<file path="config.mk">
export PLATFORM = sky130hd
export DESIGN_NAME = ex_redirect_controller_flat
export DESIGN_NICKNAME = d
export VERILOG_FILES = /design/src/rtl/ex_redirect_controller_pkg.sv /design/src/rtl/ex_redirect_controller_if.sv /design/src/rtl/ex_redirect_controller_redirect_target_mux.sv /design/src/rtl/ex_redirect_controller.sv /design/src/flat_wrapper.sv
export SDC_FILE = /design/constraint.sdc
export NUM_CORES = 1
export LEC_CHECK = 0
export CAP_MARGIN = 30
export CORE_MARGIN = 1.5
export CORE_UTILIZATION = 35
export CTS_CLUSTER_DIAMETER = 150
export CTS_CLUSTER_SIZE = 40
export DETAILED_ROUTE_END_ITERATION = 8
export GPL_TIMING_DRIVEN = 0
export PLACE_DENSITY = 0.9
export SYNTH_ARGS = -nofsm -noshare
export SYNTH_HDL_FRONTEND = slang
export SYNTH_SLANG_ARGS = --single-unit
export TNS_END_PERCENT = 100
</file>
<file path="constraint.sdc">
create_clock -name clk -period 2.1 [get_ports clk]
set_clock_uncertainty 0.2 [all_clocks]
set_input_delay 0.315 -clock clk [delete_from_list [all_inputs] [get_ports clk]]
set_output_delay 0.315 -clock clk [all_outputs]
set_load 0.01 [all_outputs]
</file>
<file path="src/rtl/ex_redirect_controller_pkg.sv">
// Shared types and constants for EX-stage redirect sequencing.
// FSM encodings plus the MIPS opcode/funct values the ID decode uses to build ex_is_*.
package ex_redirect_controller_pkg;

  localparam int ADDR_W_DEF = 32;

  typedef enum logic [1:0] {
    IDLE  = 2'd0,
    REQ   = 2'd1,
    DRAIN = 2'd2
  } redirState_t;

  localparam logic [5:0] OP_RTYPE = 6'h00;
  localparam logic [5:0] OP_J     = 6'h02;
  localparam logic [5:0] OP_JAL   = 6'h03;
  localparam logic [5:0] OP_BEQ   = 6'h04;
  localparam logic [5:0] OP_BNE   = 6'h05;
  localparam logic [5:0] FUNCT_JR = 6'h08;

endpackage

</file>
<file path="src/rtl/ex_redirect_controller_if.sv">
// EX-resolve inputs and IF redirect/flush outputs of the redirect controller.
// master = controller side, slave = pipeline side.
interface ex_redirect_controller_if #(
  parameter int ADDR_W = 32,
  parameter int CNT_W  = 16
);
  logic              ex_valid;
  logic              ex_is_beq;
  logic              ex_is_bne;
  logic              ex_is_j;
  logic              ex_is_jr;
  logic              ex_zero;
  logic [ADDR_W-1:0] incr_pc;
  logic [ADDR_W-1:0] branch_target;
  logic [25:0]       jump_index;
  logic [ADDR_W-1:0] jr_value;
  logic              redir_ready;
  logic              redir_valid;
  logic [ADDR_W-1:0] redir_pc;
  logic              flush_ifid;
  logic              flush_idex;
  logic              addr_err;
  logic [CNT_W-1:0]  taken_count;

  modport master (
    input  ex_valid, ex_is_beq, ex_is_bne, ex_is_j, ex_is_jr, ex_zero,
    input  incr_pc, branch_target, jump_index, jr_value, redir_ready,
    output redir_valid, redir_pc, flush_ifid, flush_idex, addr_err, taken_count
  );

  modport slave (
    output ex_valid, ex_is_beq, ex_is_bne, ex_is_j, ex_is_jr, ex_zero,
    output incr_pc, branch_target, jump_index, jr_value, redir_ready,
    input  redir_valid, redir_pc, flush_ifid, flush_idex, addr_err, taken_count
  );
endinterface

</file>
<file path="src/rtl/ex_redirect_controller_redirect_target_mux.sv">
// Taken decision and target select for the EX control instruction, priority JR > J > BEQ/BNE.
// Purely combinational, no state and no backpressure.
module redirect_target_mux #(
  parameter int ADDR_W = 32
) (
  input  logic              exValid,
  input  logic              isBeq,
  input  logic              isBne,
  input  logic              isJ,
  input  logic              isJr,
  input  logic              zero,
  input  logic [ADDR_W-1:0] incrPc,
  input  logic [ADDR_W-1:0] branchTarget,
  input  logic [25:0]       jumpIndex,
  input  logic [ADDR_W-1:0] jrValue,
  output logic              taken,
  output logic [ADDR_W-1:0] target,
  output logic              misaligned
);

  // J only keeps the region bits of PC+4; the rest come from the instr_index.
  logic unusedIncrLow;
  assign unusedIncrLow = ^incrPc[27:0];

  always_comb begin
    taken      = 1'b0;
    target     = '0;
    misaligned = 1'b0;
    if (exValid) begin
      if (isJr) begin
        taken      = 1'b1;
        target     = {jrValue[ADDR_W-1:2], 2'b00};
        misaligned = |jrValue[1:0];
      end else if (isJ) begin
        taken  = 1'b1;
        target = {incrPc[ADDR_W-1:28], jumpIndex, 2'b00};
      end else if ((isBeq && zero) || (isBne && !zero)) begin
        taken  = 1'b1;
        target = branchTarget;
      end
    end
  end

endmodule

</file>
<file path="src/rtl/ex_redirect_controller.sv">
// Sequences EX-resolved redirects to IF: 1-cycle latency from EX decision to redir_valid.
// redir_valid/redir_pc held until redir_ready; EX inputs ignored while a redirect is in flight.
module ex_redirect_controller
  import ex_redirect_controller_pkg::*;
#(
  parameter int ADDR_W       = ADDR_W_DEF,
  parameter int FLUSH_CYCLES = 1,
  parameter int CNT_W        = 16
) (
  input logic                      clk,
  input logic                      rst,
  ex_redirect_controller_if.master bus
);

  localparam logic [1:0] DRAIN_LOAD = 2'(FLUSH_CYCLES - 1);

  redirState_t       state;
  logic [1:0]        drainCnt;
  logic              redirValid;
  logic [ADDR_W-1:0] redirPc;
  logic              flushIfid;
  logic              flushIdex;
  logic              addrErr;
  logic [CNT_W-1:0]  takenCount;

  logic              taken;
  logic [ADDR_W-1:0] target;
  logic              misaligned;

  redirect_target_mux #(.ADDR_W(ADDR_W)) u_target_mux (
    .exValid     (bus.ex_valid),
    .isBeq       (bus.ex_is_beq),
    .isBne       (bus.ex_is_bne),
    .isJ         (bus.ex_is_j),
    .isJr        (bus.ex_is_jr),
    .zero        (bus.ex_zero),
    .incrPc      (bus.incr_pc),
    .branchTarget(bus.branch_target),
    .jumpIndex   (bus.jump_index),
    .jrValue     (bus.jr_value),
    .taken       (taken),
    .target      (target),
    .misaligned  (misaligned)
  );

  always_ff @(posedge clk) begin
    if (rst) begin
      state      <= IDLE;
      drainCnt   <= '0;
      redirValid <= 1'b0;
      redirPc    <= '0;
      flushIfid  <= 1'b0;
      flushIdex  <= 1'b0;
      addrErr    <= 1'b0;
      takenCount <= '0;
    end else begin
      addrErr <= 1'b0;
      case (state)
        IDLE: begin
          if (taken) begin
            state      <= REQ;
            redirPc    <= target;
            redirValid <= 1'b1;
            flushIfid  <= 1'b1;
            flushIdex  <= 1'b1;
            addrErr    <= misaligned;
          end
        end
        REQ: begin
          if (bus.redir_ready) begin
            state      <= DRAIN;
            redirValid <= 1'b0;
            flushIdex  <= 1'b0;
            drainCnt   <= DRAIN_LOAD;
            if (takenCount != '1) begin
              takenCount <= takenCount + CNT_W'(1);
            end
          end
        end
        DRAIN: begin
          // flush_ifid stays high one cycle per FLUSH_CYCLES to kill fetches already in flight
          if (drainCnt == 2'd0) begin
            state     <= IDLE;
            flushIfid <= 1'b0;
          end else begin
            drainCnt <= drainCnt - 2'd1;
          end
        end
        default: begin
          state      <= IDLE;
          redirValid <= 1'b0;
          flushIfid  <= 1'b0;
          flushIdex  <= 1'b0;
        end
      endcase
    end
  end

  assign bus.redir_valid = redirValid;
  assign bus.redir_pc    = redirPc;
  assign bus.flush_ifid  = flushIfid;
  assign bus.flush_idex  = flushIdex;
  assign bus.addr_err    = addrErr;
  assign bus.taken_count = takenCount;

endmodule

</file>
<file path="src/flat_wrapper.sv">
// flat-port wrapper written by rule: the top's interface ports become plain ports
module ex_redirect_controller_flat import ex_redirect_controller_pkg::*;
#(
  parameter int ADDR_W       = ADDR_W_DEF,
  parameter int FLUSH_CYCLES = 1,
  parameter int CNT_W        = 16
)
  (clk, rst, bus_ex_valid, bus_ex_is_beq, bus_ex_is_bne, bus_ex_is_j, bus_ex_is_jr, bus_ex_zero, bus_incr_pc, bus_branch_target, bus_jump_index, bus_jr_value, bus_redir_ready, bus_redir_valid, bus_redir_pc, bus_flush_ifid, bus_flush_idex, bus_addr_err, bus_taken_count);
  ex_redirect_controller_if #(.ADDR_W(ADDR_W), .CNT_W(CNT_W)) bus_i ();
  input logic clk;
  input logic rst;
  input wire logic [$bits(bus_i.ex_valid)-1:0] bus_ex_valid;
  input wire logic [$bits(bus_i.ex_is_beq)-1:0] bus_ex_is_beq;
  input wire logic [$bits(bus_i.ex_is_bne)-1:0] bus_ex_is_bne;
  input wire logic [$bits(bus_i.ex_is_j)-1:0] bus_ex_is_j;
  input wire logic [$bits(bus_i.ex_is_jr)-1:0] bus_ex_is_jr;
  input wire logic [$bits(bus_i.ex_zero)-1:0] bus_ex_zero;
  input wire logic [$bits(bus_i.incr_pc)-1:0] bus_incr_pc;
  input wire logic [$bits(bus_i.branch_target)-1:0] bus_branch_target;
  input wire logic [$bits(bus_i.jump_index)-1:0] bus_jump_index;
  input wire logic [$bits(bus_i.jr_value)-1:0] bus_jr_value;
  input wire logic [$bits(bus_i.redir_ready)-1:0] bus_redir_ready;
  output wire logic [$bits(bus_i.redir_valid)-1:0] bus_redir_valid;
  output wire logic [$bits(bus_i.redir_pc)-1:0] bus_redir_pc;
  output wire logic [$bits(bus_i.flush_ifid)-1:0] bus_flush_ifid;
  output wire logic [$bits(bus_i.flush_idex)-1:0] bus_flush_idex;
  output wire logic [$bits(bus_i.addr_err)-1:0] bus_addr_err;
  output wire logic [$bits(bus_i.taken_count)-1:0] bus_taken_count;
  assign bus_i.ex_valid = bus_ex_valid;
  assign bus_i.ex_is_beq = bus_ex_is_beq;
  assign bus_i.ex_is_bne = bus_ex_is_bne;
  assign bus_i.ex_is_j = bus_ex_is_j;
  assign bus_i.ex_is_jr = bus_ex_is_jr;
  assign bus_i.ex_zero = bus_ex_zero;
  assign bus_i.incr_pc = bus_incr_pc;
  assign bus_i.branch_target = bus_branch_target;
  assign bus_i.jump_index = bus_jump_index;
  assign bus_i.jr_value = bus_jr_value;
  assign bus_i.redir_ready = bus_redir_ready;
  assign bus_redir_valid = bus_i.redir_valid;
  assign bus_redir_pc = bus_i.redir_pc;
  assign bus_flush_ifid = bus_i.flush_ifid;
  assign bus_flush_idex = bus_i.flush_idex;
  assign bus_addr_err = bus_i.addr_err;
  assign bus_taken_count = bus_i.taken_count;
  ex_redirect_controller #(.ADDR_W(ADDR_W), .FLUSH_CYCLES(FLUSH_CYCLES), .CNT_W(CNT_W)) u_core (.clk(clk), .rst(rst), .bus(bus_i));
endmodule
</file>
== Yosys cells after proc, flatten, opt, wreduce, memory -nomap -nowiden ==
Cells that the tools add are included.

* Reductions and logical operators: 15
* Mux-type cells: 20
* Equal/unequal tests: 7
* Bitwise operators: 6
* $add $sub $neg: 2

{| class="wikitable"
|+ Operators with widths
! operator !! count
|-
| $mux W32 || 4
|-
| $add A16 B1 Y16 const B || 1
|-
| $ne A16 B16 Y1 const B || 1
|-
| $reduce_and A3 Y1 || 5
|-
| $mux W2 || 5
|-
| $mux W1 || 7
|-
| $not A1 Y1 || 6
|-
| $pmux W1 S3 || 2
|-
| $pmux W2 S3 || 1
|-
| $reduce_or A5 Y1 || 1
|-
| $logic_not A2 Y1 || 2
|-
| $ne A2 B1 Y1 const B || 2
|-
| $ne A2 B2 Y1 const B || 2
|-
| $pmux W2 S2 || 1
|-
| $eq A2 B1 Y1 const B || 1
|-
| $eq A2 B2 Y1 const B || 1
|-
| $logic_and A1 B1 Y1 || 2
|-
| $reduce_and A2 Y1 || 1
|-
| $reduce_bool A2 Y1 || 1
|-
| $reduce_or A2 Y1 || 1
|-
| $sub A2 B1 Y2 const B || 1
|-
| $logic_not A1 Y1 || 1
|-
| $logic_or A1 B1 Y1 || 1
|}

* Bits of input ports: 131
* Bits in registers: 55

== Longest topological paths before layout ==
Gate-level depths: netlist of run 1.

* Depth in word-level cells: 9
* Mapped depth: 6
* Mapped depth without buffers: 6

== Cells and area by module ==
A second synthesis of run 1 with hierarchy kept.

* Cells, all modules: 427
* Area total of the unflattened synthesis: 3288.2 um^2

{| class="wikitable"
|+ Modules (own cells, without submodules)
! module !! seq. area each (um^2) !! times used !! cells an instance !! area an instance (um^2)
|-
| ex_redirect_controller || 1101.1 || 1 || 280 || 2312.2
|-
| redirect_target_mux || 0.0 || 1 || 147 || 975.9
|}

== Least setup slack after synthesis of run 1 ==
No wires, ideal clock.

* Kind: flip-flop to flip-flop
* Start: register u_core.takenCount[0] (netlist: u_core.bus.taken_count[0])
* End: register u_core.takenCount[11] (netlist: u_core.bus.taken_count[11])
* Arrival time: 1.540 ns
* Setup slack: 0.239 ns
* Data required time: 1.779 ns
* Cell stages (with the launch flop): 6
* Buffers on the path: 0
* Path through: dfxtp_1 ha_1 nand3_1 nor3_1 nor4_1 mux2_2

* Cells in the longest elaborated chain, start to end: 2
* Elaborated cells on any way between the ends: 3
* Those cells by class: add/sub (1); eq/ne (1); reduce/logical (1)

{| class="wikitable"
|+ RTL lines
! item !! line !! text
|-
| from (decl) || ex_redirect_controller.sv:24 || <nowiki>logic [CNT_W-1:0] takenCount;</nowiki>
|-
| from (signal assigned) || ex_redirect_controller.sv:76 || <nowiki>takenCount <= takenCount + CNT_W'(1);</nowiki>
|-
| branches (longest 2 deep; another with $add A16 B1 Y16) || -- ||
|}

Parallel ways; which one is timed is not known.
A chain may end at the register's enable or synchronous reset.

== Worst setup path in the final report of run 1 ==
* Start: input port bus_ex_zero
* End: register u_core.redirPc[24] (netlist: u_core.bus.redir_pc[24])

* Cells in the longest elaborated chain, start to end: 8
* Elaborated cells on any way between the ends: 13
* Those cells by class: mux (8); reduce/logical (5)

{| class="wikitable"
|+ RTL lines
! item !! line !! text
|-
| from (decl) || flat_wrapper.sv:17 || <nowiki>input wire logic [$bits(bus_i.ex_zero)-1:0] bus_ex_zero;</nowiki>
|-
| $logic_not A1 Y1 || ex_redirect_controller_redirect_target_mux.sv:37 || <nowiki>end else if ((isBeq && zero) || (isBne && !zero)) begin</nowiki>
|-
| $logic_and A1 B1 Y1 || ex_redirect_controller_redirect_target_mux.sv:37 ||
|-
| $logic_or A1 B1 Y1 * || ex_redirect_controller_redirect_target_mux.sv:37 ||
|-
| $mux W1 || ex_redirect_controller_redirect_target_mux.sv:37 ||
|-
| $mux W1 || ex_redirect_controller_redirect_target_mux.sv:34 || <nowiki>end else if (isJ) begin</nowiki>
|-
| $mux W1 || ex_redirect_controller_redirect_target_mux.sv:30 || <nowiki>if (isJr) begin</nowiki>
|-
| $mux W1 || ex_redirect_controller_redirect_target_mux.sv:29 || <nowiki>if (exValid) begin</nowiki>
|-
| $reduce_and A2 Y1 (no line) || -- ||
|-
| to (signal assigned) || ex_redirect_controller.sv:62 || <nowiki>redirPc <= target;</nowiki>
|-
| to (decl) || ex_redirect_controller.sv:20 || <nowiki>logic [ADDR_W-1:0] redirPc;</nowiki>
|}

Mark *: on every way between the ends. The rest lies on a longest branch, timed or not.

==> results.toml, run 1 <==
[outcome]
status = "complete, no violations"

[placement]
portBuffers = 152
place_congestion = 0.8639
hpwl_um = 7016

[route]
via_per_inst = 5.727
vias = 3190
wl_per_cell_um = 16.54
totalWireLength_um = 9214
firstDrtPassIters = 8
first_iter_violations = 254
route.detailed.drc = 0
ant_nets = 0

[clock_network]
htree_levels = 2
cts.clk_slew.worst_paths_ns = 0.10
cts.sinks = 55
cts-root-buf = "clkbuf_8"
cts_buffers = 5
clock_path_buffers = 2
clk_latency_ns = 0.31
cts_tree = "done"
hold_buffers = 0

[power]
power_density_nw_per_um2 = 583.3
power_leakage_nw = 1.563
irDropWorstVdd_uv = 517.0

[cells_and_area]
final_core_util_pct = 61.77
fill_cells = 601
nNetsFinal = 590
syn2layout_area_growth_pct = 71.50
diodes = 0
drive_above_1_share_pct = 8.297

[critical_path]
critPathLaunch = "bus_ex_zero"
crit_type = "in2reg"
worstPathRequired_ns = 2.07
start_kind = "primary input"
worst-path-max-fanout = 10
crit_path_end_kind = "flop"
critical_path.max_stage_delay_ns = 0.48
critPathArrivalTime_ns = 2.01
slowest_stage = "clkdlybuf4s50_1"
crit_family = "buffers and inverters"
r2r_start = "u_core.bus.taken_count[5]"
path_cells = "clkdlybuf4s50_1, mux2_4, nor3b_4, buf_4, a222oi_1, a211oi_1"
path_buf_inv = 2

[floorplanning]
die_area_um2 = 7991
io_pins = 183
start_util_pct = 36.02
die_w_um = 89.40
die_y_um = 89.40
rows = 31
coreArea_um2 = 7253

[global_routing]
grt_pass1_wl_um = 13870
antenna_found_initial = 0
grt_pass1_vias = 3044
grt_max_degree = 18
grt_usage_pct = 22.14
grt_remaining_overflow = 0

[timing]
worst_hold_slack_ns = 0.2572
maxSlewViolCount = 0
period_share_pct = 97.14
max_freq_ghz = 0.4902
grt_setup_unrepaired = "yes"
tightest_slew_ns = 0.5555
hold_viol_final = 0
period_needed_ns = 2.040
slew_headroom_pct = 62.96
finalSetupViolCount = 0

[synthesis]
synth_flop_cell = "dfxtp_1"
syn_nets = 429
netlist_instances = 296
async_flop_share_pct = 0
ys_ff_latch = 55
yosysWarnings = 0
synth_edf_count = 0
syn_area_um2 = 2613
yosys.cell_types.count = 42
avgSynthCellArea_um2 = 8.826
seq_area_frac_synth_pct = 42.15

[min_path]
hp-class = "in2reg"
holdCritStartpoint = "bus_redir_ready"

[flow_run]
maxCapViolCount = 0
[final timing paths]
kind | to | depth (start not counted) | slack, ns
setup reg to reg | u_core.bus.taken_count[15] | 4 | 0.08
setup / recovery | u_core.bus.redir_pc[24] | 6 | 0.06
hold reg to reg | u_core.bus.redir_pc[1] | 2 | 0.26
hold / removal | u_core.state[0] | 3 | 0.26
[worst min-delay path: stages]
cell and delay (ns):
dlymetal6s2s_1 0.23, o21a_1 0.15, nor3_1 0.04
[through the flow]
| stage | instances | instance area (um2) | setup WS, ns | setup TNS (ns) | total power, W |
|---|---|---|---|---|---|
| 2_1_floorplan | 296 | 2613 | 0.2391 | 0 | 0.001400 |
| 3_3_place_gp | 547 | 4258 | -0.5739 | -13.66 | 0.001768 |
| 3_5_place_dp | 548 | 4263 | -0.4391 | -12.76 | 0.001786 |
| 4_1_cts | 556 | 4423 | 0.005733 | 0 | 0.002605 |
| 5_1_grt | 557 | 4481 | -0.02596 | -0.03469 | 0.002722 |
| 6_report | 557 | 4481 | 0.05998 | 0 | 0.002614 |
[cell usage after synthesis (3+ instances only)]
library cell	count	share of area, %
dfxtp_1	55	42
nor2_1	45	6.5
a211oi_1	33	9.5
a222oi_1	29	11
a21oi_1	17	3.3
clkbuf_1	14	2.0
nand2_1	13	1.9
inv_1	8	1.1
buf_2	7	1.3
nand3_1	7	1.3
nor3_1	7	1.3
nand4_1	6	1.4
o21ai_0	5	0.96
o31ai_1	5	1.4
or4_1	5	1.4
o311ai_0	3	1.0
[cell type report]
class                           count  area [um2]  share of cell area (%)
Tap cell                           99       123.9                   2.765
Buffer                             25       120.1                   2.681
Timing Repair Buffer              154        1539                   34.35
Inverter                            8       30.03                  0.6702
Clock buffer                        5       68.82                   1.536
Clock inverter                      3       67.56                   1.508
Sequential cell                    55        1102                   24.60
Multi-Input combinational cell    208        1429                   31.89
[placed cells by master (no fill, tap or decap), drive strengths merged, types with 8 or more instances in the layout]
cell type / netlist / routed
a211oi: 33 / 33
clkdlybuf4s50: 0 / 150
nor2: 45 / 45
inv: 8 / 8
a21oi: 17 / 17
buf: 11 / 15
clkbuf: 14 / 17
a222oi: 29 / 29
nand2: 13 / 13
dfxtp: 55 / 55
[repair_timing]
| item | 4_1_cts | 5_1_grt |
|---|---|---|
| setup endpoints to repair | 14 | 40 |
| pin swaps | 0 | 2 |
| gates resized for setup | 8 | 16 |
| gates cloned | 0 | 0 |
| buffers inserted | 0 | 1 |
[cell families (layout without fill, tap and decap cells)]
kind of cell / after synthesis / in the layout / share of synthesized area [%]
simple gates: 102 / 102 / 20.26
fa+ha+maj: 2 / 2 / 0.9577
mux: 3 / 3 / 1.245
flops: 55 / 55 / 42.15
buf+inv: 33 / 195 / 5.364
compound gates: 101 / 101 / 30.03
[routing by layer]
metal / vias to the layer above / wire length (um) / global-route usage (%)
li1: 1503 / - / -
met1: 1489 / 3619 / 26.20
met2: 181 / 4577 / 39.17
met3: 17 / 872 / 6.187
met4: 0 / 146 / 6.154
met5: - / 0 / 0
[power by group]
| group | internal, W | switching, W |
|---|---|---|
| combinational | 0.000373 | 0.000255 |
| clock | 0.000476 | 0.000365 |
| sequential | 0.00111 | 0.0000381 |
[sequential cells by signal, summed over array words and instances, names as in the netlist]
name                    count
u_core.bus.addr_err         1
u_core.bus.flush_idex       1
u_core.bus.flush_ifid       1
u_core.bus.redir_pc        32
u_core.bus.taken_count     16
u_core.drainCnt             2
u_core.state                2
Note: power is estimated with default switching activity, not from simulation.
==> run 2, diff against run 1 <==
--- a/config.mk
+++ b/config.mk
@@ -16,4 +16,4 @@
 export SYNTH_ARGS = -nofsm -noshare
 export SYNTH_HDL_FRONTEND = slang
 export SYNTH_SLANG_ARGS = --single-unit
-export TNS_END_PERCENT = 100
+export TNS_END_PERCENT = 30
==> results.toml, run 2 (same netlist as run 1, synthesis figures left out) <==
[outcome]
status = "complete, no violations"

[clock_network]
cts-root-buf = "clkbuf_8"
htree_levels = 2
clock_path_buffers = 2
clk_latency_ns = 0.31
cts.clk_slew.worst_paths_ns = 0.11
cts_buffers = 5
cts.sinks = 55
cts_tree = "done"
post_cts_buffers = 0

[route]
first_iter_violations = 248
via_per_inst = 5.727
route.detailed.drc = 0
totalWireLength_um = 9106
firstDrtPassIters = 9
ant_nets = 0
vias = 3184
wl_per_cell_um = 16.38

[global_routing]
grt_pass1_vias = 3044
grt_remaining_overflow = 0
grt_max_degree = 18
antenna_found_initial = 0
grt_usage_pct = 22.14
grt_pass1_wl_um = 13870

[placement]
dp.cells = 548
portBuffers = 152
post-place-ws_ns = -0.4391
hpwl_um = 7016
placed_cell_area_um2 = 4263
place_congestion = 0.8639

[floorplanning]
rows = 31
io_pins = 183
coreArea_um2 = 7253
start_util_pct = 36.02
die_area_um2 = 7991
die_y_um = 89.40
die_w_um = 89.40

[cells_and_area]
finalNonFillerCells = 556
diodes = 0
syn2layout_area_growth_pct = 70.98
layout.cells.most_common = "clkdlybuf4s50_1"
design_area_um2 = 4467
drive_above_1_share_pct = 8.096
largest_reg_flops = 32
final_cell_mix = "clkdlybuf4s50_1 (150), dfxtp_1 (54), nor2_1 (45)"
nNetsFinal = 589
final_core_util_pct = 61.58

[critical_path]
crit_type = "reg2reg"
crit_path_end_kind = "flop"
crit_family = "simple AND/OR/NAND/NOR gates"
path_cells = "ha_1, nand3_1, nor3_2, nor4_2, mux2_2"
start_kind = "flop"
critical_path.max_stage_delay_ns = 0.49
ff2ff_setup_slack_ns = 0.06
critPathArrivalTime_ns = 2.05
path_buf_inv = 0
worst-path-max-fanout = 6
worstPathRequired_ns = 2.11
r2r_start = "u_core.bus.taken_count[1]"
slowest_stage = "dfxtp_1"
critPathLaunch = "u_core.bus.taken_count[1]"

[timing]
final.setup.worst_slack_ns = 0.05824
tightest_slew_ns = 0.5537
hold_viol_final = 0
period_share_pct = 97.23
max_freq_ghz = 0.4898
finalSetupViolCount = 0
slew_headroom_pct = 63.09
fin_tns_setup_ns = 0
grt_setup_unrepaired = "yes"
period_needed_ns = 2.042
maxSlewViolCount = 0

[min_path]
holdCritStartpoint = "bus_redir_ready"
hp-class = "in2reg"

[power]
power_density_nw_per_um2 = 583.9
power_leakage_nw = 1.543
irDropWorstVdd_uv = 514.7

[flow_run]
maxCapViolCount = 0
-- run 2: cell types whose count changed in the layout (fill, tap and decap cells not counted) --
cell    previous run  this run
buf_4              4         3
nor3_4             1         0
nor3_2             0         1
-- run 2: final timing paths --
check,to,cells after the start
min reg2reg,u_core.bus.redir_pc[1],2
max reg2reg,u_core.bus.taken_count[11],5
min,u_core.state[0],3
max,u_core.bus.taken_count[11],5
-- run 2: through the flow --
step,hold slack (ns),power (W)
after global routing,0.3034,0.002722
after floorplan,0.2669,0.001400
after detailed placement,0.2466,0.001786
after CTS,0.2578,0.002605
after global placement,0.2383,0.001768
final,0.2535,0.002608
-- run 2: layer usage --
| metal | track usage [%] | up-vias | wire length (um) |
|---|---|---|---|
| met3 | 6.187 | 10 | 904 |
| li1 | - | 1500 | - |
| met4 | 6.154 | 0 | 98 |
| met2 | 39.17 | 195 | 4522 |
| met5 | 0 | - | 0 |
| met1 | 26.20 | 1479 | 3581 |
-- run 2: power breakdown --
part	internal [W]	total [W]	switching, W
Combinational	0.000373	0.000626	0.000253
Sequential	0.00111	0.00115	0.0000383
Clock	0.000476	0.000836	0.000361
Total	0.00196	0.00261	0.000652
-- run 2: timing repair --
item / CTS / global route
resized for setup: 8 / 15
endpoints found under the hold margin: 0 / 0
setup endpoints to repair: 14 / 40
hold buffers: 0 / 0
pin swaps: 0 / 1
-- run 2: layout make-up --
class / instances / area (um2)
Timing Repair Buffer: 153 / 1531
Clock inverter: 3 / 67.56
Sequential cell: 55 / 1102
Inverter: 8 / 30.03
Tap cell: 99 / 123.9
Multi-Input combinational cell: 208 / 1423
Buffer: 25 / 120.1
Clock buffer: 5 / 68.82
Fill cell: 603 / 2786
-- run 2: worst min-delay path, cell delays in order --
cell	delay (ns)
dlymetal6s2s_1	0.22
o21a_1	0.15
nor3_1	0.04
==> run 3, diff against run 2 <==
==> constraint.sdc (replaced) <==
create_clock -name clk -period 2.1 [get_ports clk]
set_clock_uncertainty 0.2 [all_clocks]
set_input_delay 0.42 -clock clk [delete_from_list [all_inputs] [get_ports clk]]
set_output_delay 0.42 -clock clk [all_outputs]
set_load 0.01 [all_outputs]
==> results.toml, run 3 (same netlist as run 1, synthesis figures left out) <==
[route]
wl_per_cell_um = 16.29
ant_nets = 0
vias = 3158
totalWireLength_um = 9071
first_iter_violations = 284
route.detailed.drc = 0
via_per_inst = 5.670
firstDrtPassIters = 9

[floorplanning]
coreArea_um2 = 7253
io_pins = 183
rows = 31
die_area_um2 = 7991
die_y_um = 89.40
die_w_um = 89.40
start_util_pct = 36.02

[critical_path]
critical_path.max_stage_delay_ns = 0.48
critPathArrivalTime_ns = 2.10
path_cells = "nand4_1, nor4_2, or4b_1, a21oi_1"
slowest_stage = "or4b_1"
crit_path_end_kind = "flop"
worst-path-max-fanout = 6
start_kind = "flop"
crit_family = "simple AND/OR/NAND/NOR gates"
crit_type = "reg2reg"
path_buf_inv = 0
worstPathRequired_ns = 2.14

[global_routing]
grt_usage_pct = 22.33
grt_pass1_wl_um = 14000
grt_remaining_overflow = 0
antenna_found_initial = 0
grt_max_degree = 18
grt_pass1_vias = 3059

[power]
irDropWorstVdd_uv = 514.8
power_leakage_nw = 1.543
p_total_w = 0.002607
power_density_nw_per_um2 = 582.5

[flow_run]
maxCapViolCount = 0

[timing]
hold_viol_final = 0
grt_setup_unrepaired = "yes"
period_needed_ns = 2.058
tightest_slew_ns = 0.5441
period_share_pct = 98.01
finalSetupViolCount = 0
max_freq_ghz = 0.4858
slew_headroom_pct = 63.72
worst_hold_slack_ns = 0.2589
final.setup.worst_slack_ns = 0.04175
maxSlewViolCount = 0

[placement]
hpwl_um = 7016
place_congestion = 0.8639
dp.cells = 548
portBuffers = 152
post-place-ws_ns = -0.5441

[outcome]
status = "complete, no violations"

[clock_network]
cts.clk_slew.worst_paths_ns = 0.10
htree_levels = 2
cts.sinks = 55
cts_tree = "done"
clock_path_buffers = 2
cts-root-buf = "clkbuf_8"
clk_latency_ns = 0.30
hold_buffers = 0
cts_buffers = 5

[cells_and_area]
final_cell_mix = "clkdlybuf4s50_1 (149), dfxtp_1 (54), nor2_1 (45)"
largest_reg_flops = 32
syn2layout_area_growth_pct = 71.31
drive_above_1_share_pct = 8.079
nNetsFinal = 590
diodes = 0
layout.cells.most_common = "clkdlybuf4s50_1"
finalNonFillerCells = 557

[min_path]
hp-class = "reg2reg"
[run 3: cell type report]
type | instances | area, um2
clock inverter | 3 | 67.56
sequential | 55 | 1102
buffer | 25 | 131.4
tap | 99 | 123.9
inverter | 8 | 30.03
fill | 603 | 2778
timing repair buffer | 154 | 1534
clock buffer | 5 | 68.82
multi-input combinational | 208 | 1418
[run 3: metrics by stage]
stage               instance area (um2)  utilization [%]  setup TNS [ns]
finish                             4476            61.70               0
global route                       4476            61.70        -0.06202
CTS                                4449            61.34               0
detailed placement                 4263            58.77          -17.53
global placement                   4258            58.70          -18.45
floorplan                          2613                -               0
[run 3: path summary, 6_finish.rpt]
kind	cells after the start	slack, ns	to	startpoint
setup reg to reg	4	0.04	u_core.bus.taken_count[15]	u_core.bus.taken_count[10]
setup / recovery	4	0.04	u_core.bus.taken_count[15]	u_core.bus.taken_count[10]
hold / removal	2	0.26	u_core.bus.redir_pc[1]	u_core.bus.redir_pc[1]
hold reg to reg	2	0.26	u_core.bus.redir_pc[1]	u_core.bus.redir_pc[1]
[run 3: where the power goes]
part	switching [W]	total (W)	internal (W)	leakage (nW)
logic	0.000254	0.000629	0.000375	1.03
registers	0.0000383	0.00115	0.00111	0.451
clock network	0.000357	0.000832	0.000476	0.0644
[run 3: layer usage]
layer	up-vias	GRT usage [%]	part of all wire, %
met2	194	39.17	50
met1	1455	26.37	39
met3	12	6.464	9.7
met4	0	6.713	1.2
li1	1497	-	-
met5	-	0	0
[run 3: what timing repair did]
item                       in CTS  in global routing
buffers inserted                0                  1
pin swaps                       2                  0
setup endpoints to repair      35                 34
gates resized for setup        19                  5
[run 3: tightest hold or removal path: cells and delay by family (launching register included)]
kind | cells | cell delay (ns)
flip-flops | 1 | 0.32
AND/OR/NAND/NOR | 1 | 0.05
AO/OA/AOI/OAI | 1 | 0.05
